[config.mk]
export PLATFORM = sky130hd
export DESIGN_NAME = bp_be_fe_queue_ckpt
export DESIGN_NICKNAME = d
export VERILOG_FILES = /design/src/rtl/bp_be_fe_queue_ckpt.sv
export SDC_FILE = /design/constraint.sdc
export NUM_CORES = 1
export LEC_CHECK = 0
export BUFFER_PORTS_ARGS = -buffer_cell sky130_fd_sc_hd__buf_2
export CAP_MARGIN = 40
export CORE_ASPECT_RATIO = 1.2
export CORE_MARGIN = 1
export CORE_UTILIZATION = 45
export DETAILED_ROUTE_END_ITERATION = 12
export HOLD_SLACK_MARGIN = 0.06
export SETUP_SLACK_MARGIN = 0.02
export SKIP_CTS_REPAIR_TIMING = 1
export SLEW_MARGIN = 5
export SYNTH_ARGS = -nofsm -noshare
export SYNTH_HDL_FRONTEND = slang
export SYNTH_SLANG_ARGS = --single-unit
[constraint.sdc]
create_clock -name clk_i -period 9.87 [get_ports clk_i]
set_input_delay 0.987 -clock clk_i [delete_from_list [all_inputs] [get_ports clk_i]]
set_output_delay 0.987 -clock clk_i [all_outputs]
set_load 0.01 [all_outputs]
[src/rtl/bp_be_fe_queue_ckpt.sv]
// Checkpointing FE->BE queue: speculative reads, commit via deq, replay via roll, flush via clr.
// Pointers carry an extra wrap bit so full and empty are distinguishable.
module bp_be_fe_queue_ckpt #(
    parameter int els_p   = 8,
    parameter int width_p = 64,
    localparam int ptr_width_lp = $clog2(els_p)
) (
    input  logic               clk_i,
    input  logic               reset_n_i,
    input  logic [width_p-1:0] data_i,
    input  logic               v_i,
    output logic               ready_o,
    output logic [width_p-1:0] data_o,
    output logic               v_o,
    input  logic               yumi_i,
    input  logic               deq_i,
    input  logic               roll_i,
    input  logic               clr_i,
    output logic               empty_o
);

    typedef logic [ptr_width_lp:0] ptr_t;

    ptr_t               wptr, rptr, cptr;
    logic [width_p-1:0] mem [els_p];
    logic               full, enq;

    // Read-but-uncommitted entries still hold their slot, so fullness is measured from cptr.
    assign full    = (wptr[ptr_width_lp-1:0] == cptr[ptr_width_lp-1:0])
                   && (wptr[ptr_width_lp] != cptr[ptr_width_lp]);
    assign ready_o = ~full & ~clr_i;
    assign enq     = v_i & ready_o;
    assign v_o     = (rptr != wptr) & ~roll_i & ~clr_i;
    assign data_o  = mem[rptr[ptr_width_lp-1:0]];
    assign empty_o = (cptr == wptr);

    always_ff @(posedge clk_i or negedge reset_n_i) begin
        if (!reset_n_i) begin
            wptr <= '0;
            rptr <= '0;
            cptr <= '0;
        end else begin
            wptr <= wptr + ptr_t'(enq);
            if (clr_i) begin
                rptr <= wptr;
                cptr <= wptr;
            end else if (roll_i) begin
                rptr <= cptr;
            end else begin
                rptr <= rptr + ptr_t'(yumi_i);
                cptr <= cptr + ptr_t'(deq_i);
            end
        end
    end

    always_ff @(posedge clk_i) begin
        if (enq) mem[wptr[ptr_width_lp-1:0]] <= data_i;
    end

    // yumi/deq are don't-cares in cycles where clr or roll override them.
    a_yumi_valid: assert property (@(posedge clk_i) disable iff (!reset_n_i)
        !(yumi_i && !v_o && !roll_i && !clr_i));
    a_deq_legal: assert property (@(posedge clk_i) disable iff (!reset_n_i)
        !(deq_i && (cptr == rptr) && !roll_i && !clr_i));
    a_roll_deq: assert property (@(posedge clk_i) disable iff (!reset_n_i)
        !(roll_i && deq_i));
    a_ctrl_known: assert property (@(posedge clk_i) disable iff (!reset_n_i)
        !$isunknown({v_i, yumi_i, deq_i, roll_i, clr_i}));

endmodule
==> flow_summary.yaml, run 1 <==
sta:
  setup_violations: 0
  final_hold_viol_count: 0
  slew_violations: 0
  slew_headroom: 0.464
  fmax_ghz: 0.204
  rsz0062_at_grt: "no"
  fin_hold_ws_ns: 0.284
  setup_tns_ns: 0
  finClkSkew_ns: 0.00994
  min_period_ns: 4.89
  worst_pin_slew_ns: 0.804
  min_period_over_period: 0.496
logic_synthesis:
  seq_area_frac_synth: 0.784
  avgSynthCellArea_um2: 24.2
  synth_cell_type_count: 30
  ys_ff_latch: 524
  synth_cells: 827
  netlist_area_mm2: 0.0200
  synth_warnings: 0
  synthesis.nets: 904
detailed_routing:
  post-route-drc-count: 0
  wire_per_inst_um: 24.0
  wl_mm: 38.5
  dr.pass1.iters: 5
  vias: 8746
  first_iter_violations: 399
  routed_via_density: 5.45
  antenna_left: 0
cts:
  cts_tree: "built"
  cts_sinks: 524
  cts.path.max_buffers: 3
  numCtsBuffers: 52
  cts.clk_slew.worst_paths_ns: 0.06
  htree_levels: 2
  cts_root_buf: "clkbuf_16"
  clock_latency_ns: 0.57
grt:
  grt_pass1_wl_mm: 57.5
  overflow: 0
  antenna_found_initial: 5
  grt.total_usage: 0.175
  grt_pass1_vias: 9353
  grt_max_degree: 58
critical_path:
  required_ns: 8.88
  reg2reg_depth: 5
  start_kind: "flip-flop"
  crit_path_end_kind: "output port"
  cp_data_arrival_time_ns: 3.90
  crit_fanout: 38
  crit_type: "flip-flop to output port"
  rrSetupSlack_ns: 6.75
floorplanning:
  core_mm2: 0.0438
  die_width_um: 194
  die_height_um: 233
  die_area_mm2: 0.0453
  num_io_pins: 138
  fp-row-count: 84
  start_util: 0.456
power:
  power.switching_mw: 1.63
  ir_worst_vdd_uv: 188
  p_seq_frac: 0.454
  clkPwrFrac: 0.308
  p_leak_nw: 7.52
  intPower_mw: 4.47
  p_per_area_mw_per_mm2: 264
  combPwrFrac: 0.238
  switching_share: 0.267
  power_mw: 6.11
place:
  port_buffers: 137
  dp_hpwl_mm: 21.5
  gp_congestion: 0.711
finish:
  fin_nets: 1079
  layout-drive-gt1-share: 0.422
  area_growth_pct: 15.7
  nFillCells: 3374
status:
  run_status: "complete, no violations"
flow_run:
  drv_cap: 0
worst_hold_path:
  hold_path.class: "input pin to asynchronous set/reset pin"
flip-flops by register name, summed over array words and instances (netlist names):
register and count:
wptr 4, mem 512, cptr 4, rptr 4
final cells by class:
cell class	instances	area (um2)	area share
Antenna cell	3	7.51	0.000325
Clock buffer	69	1430	0.0617
Tap cell	559	699	0.0302
Inverter	3	11.3	0.000487
Timing Repair Buffer	164	993	0.0430
Sequential cell	524	15700	0.678
Multi-Input combinational cell	257	4100	0.177
Clock inverter	26	203	0.00876
path summary, 6_finish.rpt:
| path | startpoint | to |
|---|---|---|
| min in group clk_i | wptr[3] | wptr[3] |
| max in group asynchronous | reset_n_i | rptr[2] |
| setup reg to reg | wptr[1] | mem[0][25] |
| setup / recovery | rptr[1] | data_o[14] |
| hold / removal | reset_n_i | cptr[3] |
| hold reg to reg | wptr[3] | wptr[3] |
cells in the final DEF, fill, tap and decap left out, types with 3 or more instances in the layout:
cell,count
inv_1,3
buf_4,21
a21oi_1,7
nand2b_1,4
dfrtp_1,9
clkinvlp_4,3
clkinv_1,11
nor2b_1,4
diode_2,3
nand2_1,4
clkbuf_8,4
edfxtp_1,512
clkbuf_1,12
bufinv_16,3
xnor2_1,5
clkbuf_16,53
dfrtp_4,3
mux2_2,64
nor3_2,4
buf_16,4
nand3_1,4
buf_2,137
xor2_1,7
ha_1,6
clkinv_2,8
mux4_2,128
cells in the mapped netlist:
cell      instances  area (um2)
edfxtp_1        512       15400
mux2i_1           1        10.0
buf_1             2        7.51
mux4_2          128        2880
inv_1             3        11.3
nand4_1           1        6.26
o21ai_0           2        10.0
ha_1              6        75.1
buf_2            14        70.1
a41o_1            1        10.0
mux2_2           64         721
nand2_1           4        15.0
a21oi_1           7        35.0
nor2_1            3        11.3
nand4b_1          1        8.76
o31ai_1           1        7.51
nand3b_1          2        15.0
clkbuf_1         17        63.8
or3_1             1        6.26
buf_6            10         113
nor4_1            3        18.8
nor2b_1           4        25.0
nor3_1            5        25.0
nand3_1           4        20.0
dfrtp_1          12         300
xor2_1            7        61.3
a31o_2            1        8.76
nor3b_1           2        15.0
xnor2_1           5        43.8
nand2b_1          4        25.0
power groups by stage:
stage	Clock (mW)	Sequential (mW)	Combinational (mW)
after detailed placement	0	2.83	1.50
after CTS	1.92	2.78	1.50
after global placement	0	2.87	1.42
final	1.88	2.78	1.45
after floorplan	0	2.75	1.09
after global routing	2.00	2.80	1.58
per-layer routing:
layer / track usage / vias to the layer above / wire length, um
li1: - / 3861 / -
met1: 0.209 / 4642 / 15500
met2: 0.314 / 187 / 20500
met3: 0.0367 / 52 / 1880
met4: 0.0585 / 4 / 656
met5: 0 / - / 19
metrics by stage:
step	std cells	utilization	instance area, um2	setup WS [ns]
finish	1605	0.528	23100	4.98
global route	1604	0.528	23100	4.63
CTS	1602	0.528	23100	4.77
detailed placement	1507	0.490	21500	5.42
global placement	1501	0.487	21300	5.44
floorplan	827	-	20000	1.73
worst max-delay path, stage by stage, from the launching register on:
cell     delay (ns)
dfrtp_4        0.88
buf_4          0.75
buf_4          0.62
mux4_2         0.57
mux2_2         0.31
buf_2          0.15
cells by family after synthesis:
group | count (synthesis) | synth area share
AO/OA/AOI/OAI | 12 | 0.00357
adder cells (fa/ha/maj) | 6 | 0.00375
buffers and inverters | 46 | 0.0133
multiplexers | 193 | 0.181
flip-flops | 524 | 0.784
XOR/XNOR | 12 | 0.00526
AND/OR/NAND/NOR | 34 | 0.00957
Power figures use the tool's default switching activity.
==> run 2, diff against run 1 <==
clock period = 4.55 ns   (was 9.87 ns; I/O delays follow)
==> flow_summary.yaml, run 2 (synthesized netlist as in run 1, its figures left out) <==
status:
  run_status: "complete, no violations"
cts:
  cts_tree: "built"
  cts_sinks: 524
  htree_levels: 2
  numCtsBuffers: 51
  clock_latency_ns: 0.58
  cts_root_buf: "clkbuf_16"
  cts.clk_slew.worst_paths_ns: 0.06
  cts.path.max_buffers: 3
finish:
  multi_input_area_mm2: 0.00413
  nFillCells: 3368
  seqCellArea_mm2: 0.0157
  fin_nets: 1072
  mostFrequentLayoutCells: "edfxtp_1 (512), buf_2 (137), mux4_2 (128), mux2_2 (64), clkbuf_16 (53)"
  area_growth_pct: 15.7
  design_area_mm2: 0.0231
  largest_reg_flops: 512
  layout-drive-gt1-share: 0.411
  final_common_cell: "edfxtp_1"
floorplanning:
  num_io_pins: 138
  die_width_um: 194
  fp-row-count: 84
  core_mm2: 0.0438
  start_util: 0.456
  die_area_mm2: 0.0453
  die_height_um: 233
detailed_routing:
  vias: 8808
  post-route-drc-count: 0
  first_iter_violations: 474
  wl_mm: 38.5
  antenna_left: 0
  routed_via_density: 5.53
  wire_per_inst_um: 24.2
  dr.pass1.iters: 4
critical_path:
  critical_path.max_stage_delay_ns: 0.94
  crit_fanout: 39
  cp_slowest_cell: "dfrtp_4"
  crit_chain: "buf_12 > mux4_2 > mux2_2 > buf_2"
  crit_path_end_kind: "output port"
  start_kind: "flip-flop"
  required_ns: 4.09
  crit_type: "flip-flop to output port"
  cp_data_arrival_time_ns: 2.94
  path_buf_inv: 2
  crit_family: "flip-flops"
sta:
  worst_pin_slew_ns: 0.786
  rsz0062_at_grt: "no"
  finClkSkew_ns: 0.0153
  min_period_over_period: 0.747
  slew_headroom: 0.476
  slew_violations: 0
  fmax_ghz: 0.294
  final_hold_viol_count: 0
  min_period_ns: 3.40
  setup_violations: 0
  setup_tns_ns: 0
grt:
  overflow: 0
  grt-busiest-layer: "met2"
  antenna_found_initial: 5
  grt_pass1_wl_mm: 58.2
  grt_use_met1: 0.223
  grt_max_degree: 65
  grt_pass1_vias: 9388
  use_met2: 0.301
  grtUsageMet3: 0.0357
  grt.total_usage: 0.176
place:
  port_buffers: 137
  dp_hpwl_mm: 19.9
  place_area_mm2: 0.0215
  gp_congestion: 0.711
power:
  p_leak_nw: 7.49
  ir_worst_vdd_uv: 322
  p_per_area_mw_per_mm2: 574
flow_run:
  drv_cap: 0
worst_hold_path:
  hold_path.class: "input pin to flip-flop"
-- run 2: cell types whose count changed in the layout (fill, tap and decap cells not counted), sizes merged --
cell,before,now
clkinv,20,11
buf,164,157
clkbuf,69,74
clkinvlp,3,0
diode,3,1
bufinv,3,4
dlygate4sd3,0,1
inv,3,4
-- run 2: final cells by class --
cell class	instances	area share
flip-flops and latches	524	0.678
multi-input cells	257	0.178
clock buffers	74	0.0607
repair buffers	158	0.0444
well taps	559	0.0302
clock inverters	16	0.00779
inverters	3	0.000487
diodes	1	0.000108
-- run 2: worst register-to-register path: stages (launching register included) --
cell     delay [ns]
dfrtp_1        0.69
xnor2_1        0.17
a41o_1         0.48
nor4_4         0.72
buf_12         0.32
-- run 2: stage by stage --
stage           util  setup WS (ns)  cells  total power, mW  hold WS, ns
2_1_floorplan      -          -1.56    827             8.33        0.159
3_3_place_gp   0.491           1.68   1499             9.38        0.358
3_5_place_dp   0.491           1.69   1500             9.42        0.356
4_1_cts        0.528           1.05   1590             13.5       -0.278
5_1_grt        0.528          0.967   1592             13.9        0.124
6_report       0.528           1.15   1592             13.3        0.137
-- run 2: report_power, final --
group	internal, mW	total [mW]	switching [mW]
Combinational	1.63	3.18	1.55
Clock	2.36	4.05	1.69
Sequential	5.74	6.05	0.303
-- run 2: per-layer routing --
metal / up-vias / wire [um] / share of wire
li1: 3849 / - / -
met1: 4714 / 16200 / 0.42
met2: 164 / 19800 / 0.51
met3: 75 / 1560 / 0.041
met4: 6 / 974 / 0.025
met5: - / 37 / 0.00096
-- run 2: final timing paths --
| check | end | slack, ns | from | cells after the start |
|---|---|---|---|---|
| max | data_o[26] | 1.15 | rptr[1] | 4 |
| min in group asynchronous | rptr[0] | 0.29 | reset_n_i | 2 |
| max reg2reg | mem[6][18] | 1.84 | wptr[1] | 4 |
| min reg2reg | wptr[3] | 0.58 | wptr[3] | 1 |
| min | mem[2][20] | 0.14 | data_i[20] | 1 |
| max in group asynchronous | rptr[2] | 4.00 | reset_n_i | 2 |
==> run 3, diff against run 2 <==
clock period = 3.2 ns   (was 4.55 ns; I/O delays follow)
==> flow_summary.yaml, run 3 (synthesized netlist as in run 1, its figures left out) <==
power:
  p_per_area_mw_per_mm2: 801
  ir_worst_vdd_uv: 616
  power_mw: 19.2
  p_leak_nw: 7.87
critical_path:
  cp_data_arrival_time_ns: 2.62
  required_ns: 2.88
  startpoint: "rptr[1]"
  path_buf_inv: 3
  crit_family: "multiplexers"
  cpMostUsedCell: "buf_12"
  critical_path.max_stage_delay_ns: 0.58
  start_kind: "flip-flop"
  crit_chain: "buf_12 > buf_12 > mux4_2 > mux2_2 > buf_2"
  r2r-start: "wptr[0]"
  crit_type: "flip-flop to output port"
  crit_fanout: 27
  crit_path_end_kind: "output port"
  cp_slowest_cell: "dfrtp_4"
detailed_routing:
  first_iter_violations: 447
  dr.pass1.iters: 4
  post-route-drc-count: 0
  wire_per_inst_um: 23.0
  vias: 8972
  antenna_left: 0
  wl_mm: 38.4
  routed_via_density: 5.38
finish:
  nFillCells: 3336
  largest_reg_flops: 512
  mostFrequentLayoutCells: "edfxtp_1 (512), buf_2 (137), mux4_2 (128), mux2_2 (64), dlygate4sd3_1 (64)"
  final_common_cell: "edfxtp_1"
  area_growth_pct: 20.0
  layout-drive-gt1-share: 0.397
  fin_nets: 1146
status:
  run_status: "complete, no violations"
grt:
  grt_pass1_vias: 9266
  grt_max_degree: 65
  overflow: 0
  antenna_found_initial: 2
  grt_pass1_wl_mm: 57.7
  grt.total_usage: 0.174
sta:
  slew_violations: 0
  rsz0062_at_grt: "no"
  setup_violations: 0
  min_period_over_period: 0.919
  fin_hold_ws_ns: 0.0672
  final_hold_viol_count: 0
  min_period_ns: 2.94
  fmax_ghz: 0.340
  slew_headroom: 0.582
  worst_pin_slew_ns: 0.627
  finClkSkew_ns: 0.0108
place:
  port_buffers: 137
  dp_hpwl_mm: 20.5
  gp_congestion: 0.726
worst_hold_path:
  hold_path.class: "input pin to flip-flop"
  hp-start: "data_i[53]"
flow_run:
  drv_cap: 0
floorplanning:
  die_height_um: 233
  die_area_mm2: 0.0453
  fp-row-count: 84
  start_util: 0.456
  core_mm2: 0.0438
  die_width_um: 194
  num_io_pins: 138
cts:
  htree_levels: 2
  numCtsBuffers: 51
  cts_tree: "built"
  clock_latency_ns: 0.56
  cts_root_buf: "clkbuf_16"
  cts.path.max_buffers: 3
  cts_sinks: 524
  cts.clk_slew.worst_paths_ns: 0.06
## run 3: layout make-up
type	count	area (um2)	share of cell area
multi-input cells	257	4150	0.173
well taps	559	699	0.0292
diodes	2	5.00	0.000209
flip-flops and latches	524	15700	0.654
clock inverters	23	258	0.0107
inverters	3	11.3	0.000469
clock buffers	69	1390	0.0578
repair buffers	232	1800	0.0749
## run 3: report_power, final
part / internal [mW] / switching [mW]
Sequential: 8.17 / 0.386
Clock: 3.51 / 2.38
Combinational: 2.48 / 2.30
## run 3: stage by stage
step / setup TNS (ns) / setup WS (ns) / cells / area (um2) / util
global route: 0 / 0.0987 / 1669 / 24000 / 0.547
global placement: 0 / 0.797 / 1511 / 21700 / 0.495
CTS: 0 / 0.174 / 1603 / 23300 / 0.533
detailed placement: 0 / 0.766 / 1511 / 21700 / 0.495
floorplan: -44.88 / -0.351 / 827 / 20100 / -
finish: 0 / 0.260 / 1669 / 24000 / 0.547
## run 3: final timing paths
check	cells past startpoint	slack, ns	end
worst max-delay path	5	0.26	data_o[48]
worst min-delay path	1	0.07	mem[0][53]
worst max register to register	5	0.76	mem[4][29]
worst min register to register	1	0.56	wptr[3]
max in group asynchronous	2	2.76	rptr[2]
min in group asynchronous	2	0.18	cptr[0]
## run 3: layer usage
metal | vias to the layer above | share of wire | track usage
met1 | 4766 | 0.42 | 0.219
met5 | - | 0 | 0
met3 | 49 | 0.035 | 0.0367
met4 | 0 | 0.017 | 0.0481
met2 | 153 | 0.53 | 0.304
li1 | 4004 | - | -
